===== src/rtl/muldiv_sequencer.sv =====
// muldiv_sequencer: iterative signed multiply / restoring divide feeding the HI/LO registers.
// Operands are processed as magnitudes and the signs are reapplied in the FIX cycle.
module muldiv_sequencer #(
    parameter int WIDTH = 32,
    parameter int CNT_W = 6
) (
    input  logic             clock,
    input  logic             RESET_in,
    input  logic             MultOp,
    input  logic             DivOp,
    input  logic [WIDTH-1:0] A,
    input  logic [WIDTH-1:0] B,
    output logic             busy,
    output logic             done,
    output logic             DivZero,
    output logic [WIDTH-1:0] HI,
    output logic [WIDTH-1:0] LO
);

    typedef enum logic [2:0] {
        IDLE,
        MULT,
        DIV,
        DZERO,
        FIX,
        DONE
    } state_t;

    state_t state, state_next;

    logic [CNT_W-1:0]   count;
    logic [WIDTH-1:0]   op_b;
    logic [WIDTH-1:0]   rem;
    logic [WIDTH-1:0]   quo;
    logic               sign_q;
    logic               sign_r;
    logic               is_div;

    logic [WIDTH-1:0]   a_mag;
    logic [WIDTH-1:0]   b_mag;
    logic               last_step;
    logic               start_op;
    logic [WIDTH:0]     mul_sum;
    logic [WIDTH:0]     div_shift;
    logic [WIDTH:0]     div_diff;
    logic [2*WIDTH-1:0] product;
    logic [2*WIDTH-1:0] prod_fix;
    logic [WIDTH-1:0]   quo_fix;
    logic [WIDTH-1:0]   rem_fix;

    // The most negative value maps onto itself, which reads correctly as unsigned 2^(WIDTH-1).
    assign a_mag     = A[WIDTH-1] ? (-A) : A;
    assign b_mag     = B[WIDTH-1] ? (-B) : B;
    assign last_step = (count == CNT_W'(WIDTH - 1));
    assign start_op  = MultOp || (DivOp && (B != '0));

    // Multiply: rem accumulates the upper half while quo shifts the multiplier out and product bits in.
    assign mul_sum   = {1'b0, rem} + (quo[0] ? {1'b0, op_b} : {(WIDTH+1){1'b0}});

    // Divide: quo shifts the dividend into rem and collects quotient bits from the bottom.
    assign div_shift = {rem, quo[WIDTH-1]};
    assign div_diff  = div_shift - {1'b0, op_b};

    assign product   = {rem, quo};
    assign prod_fix  = sign_q ? (-product) : product;
    assign quo_fix   = sign_q ? (-quo) : quo;
    assign rem_fix   = sign_r ? (-rem) : rem;

    always_ff @(posedge clock or negedge RESET_in) begin
        if (!RESET_in) begin
            state <= IDLE;
        end else begin
            state <= state_next;
        end
    end

    always_comb begin
        state_next = state;
        busy       = 1'b0;
        done       = 1'b0;
        DivZero    = 1'b0;
        case (state)
            IDLE: begin
                if (MultOp) begin
                    state_next = MULT;
                end else if (DivOp) begin
                    state_next = (B == '0) ? DZERO : DIV;
                end
            end
            MULT: begin
                busy = 1'b1;
                if (last_step) begin
                    state_next = FIX;
                end
            end
            DIV: begin
                busy = 1'b1;
                if (last_step) begin
                    state_next = FIX;
                end
            end
            FIX: begin
                busy       = 1'b1;
                state_next = DONE;
            end
            DONE: begin
                done       = 1'b1;
                state_next = IDLE;
            end
            DZERO: begin
                DivZero    = 1'b1;
                state_next = IDLE;
            end
            default: begin
                state_next = IDLE;
            end
        endcase
    end

    always_ff @(posedge clock or negedge RESET_in) begin
        if (!RESET_in) begin
            count  <= '0;
            op_b   <= '0;
            rem    <= '0;
            quo    <= '0;
            sign_q <= 1'b0;
            sign_r <= 1'b0;
            is_div <= 1'b0;
            HI     <= '0;
            LO     <= '0;
        end else begin
            case (state)
                IDLE: begin
                    if (start_op) begin
                        count  <= '0;
                        rem    <= '0;
                        quo    <= a_mag;
                        op_b   <= b_mag;
                        sign_q <= A[WIDTH-1] ^ B[WIDTH-1];
                        sign_r <= A[WIDTH-1];
                        is_div <= !MultOp;
                    end
                end
                MULT: begin
                    rem   <= mul_sum[WIDTH:1];
                    quo   <= {mul_sum[0], quo[WIDTH-1:1]};
                    count <= count + CNT_W'(1);
                end
                DIV: begin
                    if (!div_diff[WIDTH]) begin
                        rem <= div_diff[WIDTH-1:0];
                    end else begin
                        rem <= div_shift[WIDTH-1:0];
                    end
                    quo   <= {quo[WIDTH-2:0], ~div_diff[WIDTH]};
                    count <= count + CNT_W'(1);
                end
                FIX: begin
                    if (is_div) begin
                        HI <= rem_fix;
                        LO <= quo_fix;
                    end else begin
                        HI <= prod_fix[2*WIDTH-1:WIDTH];
                        LO <= prod_fix[WIDTH-1:0];
                    end
                end
                default: begin
                end
            endcase
        end
    end

endmodule


===== config.mk =====
export PLATFORM = sky130hd
export DESIGN_NAME = muldiv_sequencer
export DESIGN_NICKNAME = d
export VERILOG_FILES = /design/src/rtl/muldiv_sequencer.sv
export SDC_FILE = /design/constraint.sdc
export NUM_CORES = 1
export LEC_CHECK = 0
export ABC_CLOCK_PERIOD_IN_PS = 5600
export BUFFER_PORTS_ARGS = -buffer_cell sky130_fd_sc_hd__buf_2
export CELL_PAD_IN_SITES_DETAIL_PLACEMENT = 1
export CELL_PAD_IN_SITES_GLOBAL_PLACEMENT = 2
export CORE_AREA = 2 2 193 195
export CTS_BUF_LIST = sky130_fd_sc_hd__clkbuf_4
export DETAILED_ROUTE_END_ITERATION = 12
export DIE_AREA = 0 0 195 197
export PLACE_DENSITY = 0.87
export SYNTH_ARGS = -nofsm -noshare
export SYNTH_HDL_FRONTEND = slang
export SYNTH_SLANG_ARGS = --single-unit
export TNS_END_PERCENT = 20

===== constraint.sdc =====
create_clock -name clock -period 5.6 [get_ports clock]
set_clock_uncertainty 0.05 [all_clocks]
set_input_delay 0.84 -clock clock [delete_from_list [all_inputs] [get_ports clock]]
set_output_delay 0.84 -clock clock [all_outputs]
set_load 0.005 [all_outputs]

* Word level (Yosys, flattened, before mapping)
Cells that the tools add are included.
Storage, ports and cells: output and inout port bits 67, RAM bits 0, latch bits 0, ROM bits 0, memories kept 0, word-level logic and storage cells 66, flip-flop bits (word level) 172, input bits 68
Operators by class: equal/unequal tests 9, shift operators 0, multiplexer cells 23, order comparisons 0, $add $sub $neg 8, div/mod/pow operators 0, bitwise logic cells 2, $mul 0, reduce and logical (&&, ||, !) cells 14
Operator list (count):
- 2-to-1 mux 32 bit | 10
- one-hot mux 32 bit (3 select lines) | 2
- negation 32 bit | 4
- 2-to-1 mux 64 bit | 1
- negation 64 bit | 1
- adder 32 x 32 -> 33 bit | 1
- subtractor 33 x 32 -> 33 bit | 1
- zero test 32 bit | 1
- nonzero test 32 bit | 1
- one-hot mux 6 bit (2 select lines) | 1
- 2-to-1 mux 3 bit | 3
- one-hot mux 3 bit (3 select lines) | 1
- AND reduction 2 bit | 4
- adder 6 x 1 -> 6 bit (second input constant) | 1
- == test 3 x 2 -> 1 bit (second input constant) | 2
- == test 3 bit (second input constant) | 2
- == test 6 x 5 -> 1 bit (second input constant) | 1
- 2-to-1 mux 6 bit | 1
- 2-to-1 mux 1 bit | 4
- == test 3 x 1 -> 1 bit (second input constant) | 1
- zero test 3 bit | 1
- inequality test 3 bit (second input constant) | 1
- nonzero test 3 bit | 1
- OR reduction 3 bit | 1
- 9 further kinds | 9

* Depth between registers and ports, before layout
depth in word-level cells 5, depth in mapped cells 13, gate-level depth less buffers 12

* Worst setup path after synthesis
No wires, ideal clock.
path type register to register, start register quo[0], end register rem[30], clock period less this slack 3.251 ns, arrival 3.068 ns, setup time 0.133 ns, required time 5.417 ns, path slack 2.349 ns, stages on the path, launching flop included 13, path buffers 1, cell sequence dfrtp_1 inv_1 buf_1 nor2_1 ha_1 a2111oi_0 o21ai_0 a21oi_1 a2bb2oi_1 a21oi_1 o41ai_1 mux2i_1 o211ai_1
On the way: longest elaborated chain between the ends 3
RTL lines:
- from (decl) | line 34 | logic [WIDTH-1:0] quo;
- from (signal assigned) | line 137 | quo <= a_mag;
- from (signal assigned) | line 146 | quo <= {mul_sum[0], quo[WIDTH-1:1]};
- from (signal assigned) | line 155 | quo <= {quo[WIDTH-2:0], ~div_diff[WIDTH]};
- 2-to-1 mux 32 bit | line 58 | assign mul_sum = {1'b0, rem} + (quo[0] ? {1'b0, op_b} : {(WIDTH+1){1'b0}});
- adder 32 x 32 -> 33 bit | line 58
- one-hot mux 32 bit (3 select lines) | line 132 | case (state)
- to (signal assigned) | line 145 | rem <= mul_sum[WIDTH:1];
- to (signal assigned) | line 151 | rem <= div_diff[WIDTH-1:0];
- to (signal assigned) | line 153 | rem <= div_shift[WIDTH-1:0];
- to (decl) | line 33 | logic [WIDTH-1:0] rem;
No other way between the ends. A chain may end at the register's enable or synchronous reset.

* Worst setup path after layout
Ends and elaborated chain as after synthesis.

==> flow_summary_export.csv <==
group,metric,value,unit
synthesis,synth_top_family_by_area,"compound AO/OA/AOI/OAI gates",
timing,max_freq,0.245,GHz
routing,post_drt_wl_per_cell,21.3,microns
floorplan,coreArea,36300,sq um
clock_tree,clkTransAtPathRegs,0.17,ns
setup_path,crit_path_end_kind,"flop",
setup_path,arrival,4.58,ns
setup_path,cp_cell_sequence,"inv_1, nor2_1, ha_1, a2111oi_0, o21ai_0, a21oi_1, buf_4, a2bb2oi_1, a21oi_1, o41ai_1, mux2i_1, o211ai_1",
synthesis,synth-edff-count,0,
global_route,grt_start_max_net_pins,113,
synthesis,synth_cell_types,86,
timing,drv_slew,0,
run,maxCapViolations,0,
global_route,grt_pass1_wl,79200,microns
synthesis,synth_top_area_cell,"dfrtp_1",
power,power.share.switching,0.541,
synthesis,synth_compound_area_frac,0.265,
setup_path,crit_path_max_fanout,12,
floorplan,initial_utilization,0.396,
cells_and_area,fill_cells,4515,
placed_design,dp_hpwl,38400,microns
clock_tree,clock-root-buffer,"clkbuf_4",
routing,routed_via_density,5.96,
synthesis,synthCells,1791,
synthesis,synth-seq-area-share,0.300,
synthesis,synth-simple-area-share,0.203,
cells_and_area,final_nets,1992,
synthesis,syn_nets,1930,
timing,hold_violations,0,
cells_and_area,final-seq-area,4300,sq um
synthesis,synthArstFlopShare,1.00,
global_route,grt_antenna_before_repair,3,
routing,wirelength,49700,microns
clock_tree,cts_sinks,172,
power,peakVddDrop,0.305,mV
worst_hold_path,hold_class,"input port to asynchronous set/reset pin",
cells_and_area,layout_common_cells,"nand2_1 (223), o21ai_0 (210), dfrtp_1 (172)",
floorplan,dieArea,38400,sq um
synthesis,synth_area_leaders,"dfrtp_1 (30%), o21ai_0 (7.4%), xor2_1 (6.2%), ha_1 (6.0%), nand2_1 (5.9%)",
setup_path,crit_slowest_cell,"dfrtp_1",
floorplan,io_pins,135,
synthesis,synth_xor_area_frac,0.0982,
power,p_seq_frac,0.234,
synthesis,synthFlopType,"dfrtp_1",
floorplan,die_height,197,microns
setup_path,path_buf_inv,2,
setup_path,slowest_delay,0.50,ns
synthesis,netlist.area_leader.share,0.300,
cells_and_area,multiInputGateArea,9410,sq um
clock_tree,cts_tree,"done",
clock_tree,cts_hold_buf,0,
timing,final-setup-viol-count,0,
floorplan,row_count,70,
routing,postRouteAntennaNets,0,
global_route,track_usage,0.261,
power,power.share.combinational,0.686,
timing,slew_headroom,0.243,
global_route,grt_overflow,0,
timing,worst_slew_pin_slew,1.14,ns
timing,setup_slack,1.52,ns
power,leakage,7.02,nW
routing,firstDrtPassIters,5,
status,status,"complete, no violations",
routing,num_vias,13900,
power,p_per_area,650,nW/um^2
power,net-switching-power,0.00552,W
cells_and_area,layout_commonest_cell,"nand2_1",
synthesis,synth_seq_cells,172,
setup_path,crit_type,"flop to flop",
timing,rsz0062_at_grt,"no",
setup_path,critical-path-top-delay-family,"compound AO/OA/AOI/OAI gates",
cells_and_area,syn2layout_area_growth,9.32,%
timing,fin_crit,4.08,ns
placed_design,gp_congestion,0.941,
synthesis,muxShareOfSynthArea,0.0240,
synthesis,yosys_warnings,0,
clock_tree,clk_latency,0.67,ns
power,clockPowerShare,0.080,
setup_path,path_common_cell,"a21oi_1",
clock_tree,cts_resized,0,
placed_design,place_ws,1.46,ns
synthesis,synth_area_per_cell,8.02,sq um
cells_and_area,drive_above_1_share,0.124,
timing,fin_tns_setup,0,ns
timing,holdWs,0.0869,ns
clock_tree,numCtsBuffers,17,
setup_path,critPathRequiredTime,6.10,ns
clock_tree,cts_max_level,4,
placed_design,portBuffers,134,
clock_tree,clk_path_buf_depth,2,
timing,finalCritPeriodShare,0.729,
routing,drc,0,
routing,drtIter0Drc,817,
synthesis,synthAdderAreaFrac,0.0629,
synthesis,synth_area,14400,sq um
clock_tree,post-cts-setup-buffer-count,0,
power,power.internal,0.00468,W
global_route,grt_pass1_vias,14200,
setup_path,startpoint_type,"flop",
floorplan,die_w,195,microns
-- flip-flops by register name, summed over array words and instances (netlist names), 3 cells and up --
signal  count
state       3
quo        32
HI         32
op_b       32
rem        32
LO         32
count       6
-- cells in the mapped netlist, types with 24 or more instances --
master	count
inv_1	59
dfrtp_1	172
nor3_1	29
o21ai_0	211
nand2b_1	24
ha_1	69
xnor2_1	59
a21oi_1	92
mux2i_1	30
a21o_1	34
nand3_1	30
nor2_1	135
clkbuf_1	84
o31ai_1	35
nand2_1	224
xor2_1	102
-- final cells by class --
type	instances	area share
inverters	59	0.0141
flip-flops and latches	172	0.274
diodes	1	0.000159
clock buffers	17	0.00813
clock inverters	14	0.0114
well taps	468	0.0373
multi-input cells	1449	0.600
repair buffers	154	0.0551
-- worst register-to-register path, cell delays in order (launching register included) --
cell	delay (ns)
dfrtp_1	0.50
inv_1	0.38
nor2_1	0.11
ha_1	0.37
a2111oi_0	0.48
o21ai_0	0.28
a21oi_1	0.23
buf_4	0.18
a2bb2oi_1	0.46
a21oi_1	0.17
o41ai_1	0.44
mux2i_1	0.23
o211ai_1	0.12
-- final timing paths --
| kind | startpoint | end | slack (ns) | cells past startpoint |
|---|---|---|---|---|
| max | quo[0]$_DFFE_PN0P_ | rem[30]$_DFFE_PN0P_ | 1.52 | 12 |
| min | RESET_in | HI[12]$_DFFE_PN0P_ | 0.09 | 1 |
| max reg2reg | quo[0]$_DFFE_PN0P_ | rem[30]$_DFFE_PN0P_ | 1.52 | 12 |
| min reg2reg | LO[23]$_DFFE_PN0P_ | LO[23]$_DFFE_PN0P_ | 0.44 | 2 |
| max in group asynchronous | RESET_in | rem[23]$_DFFE_PN0P_ | 4.35 | 2 |
| min in group clock | MultOp | is_div$_DFFE_PN0P_ | 0.43 | 2 |
-- through the flow --
stage           util  total power (W)  instance area [sq um]  std cells
6_report       0.433           0.0102                  15700       2334
4_1_cts        0.433           0.0101                  15700       2333
3_5_place_dp   0.424          0.00930                  15400       2302
3_3_place_gp   0.424          0.00914                  15400       2302
5_1_grt        0.433           0.0111                  15700       2334
2_1_floorplan      -          0.00717                  14400       1791
-- routing by layer --
layer	track usage	routed length (microns)
met3	0.0426	2330
met5	0	8
met4	0.0899	1380
met2	0.422	22700
met1	0.354	23300
-- kinds of logic (layout without fill, tap and decap cells) --
family          after synthesis  count (layout)
compound gates              583             583
simple gates                600             600
fa+ha+maj                    71              71
mux                          34              34
flops                       172             172
buf+inv                     170             244
other cells                   0               1
xor+xnor                    161             161
-- power groups by stage --
stage | sequential, W | combinational [W] | clock (W)
after global placement | 0.00237 | 0.00676 | 0
after CTS | 0.00237 | 0.00694 | 0.000842
after global routing | 0.00246 | 0.00771 | 0.000887
final | 0.00239 | 0.00700 | 0.000816
after detailed placement | 0.00240 | 0.00690 | 0
after floorplan | 0.00203 | 0.00514 | 0
(Power assumes the default switching activity.)
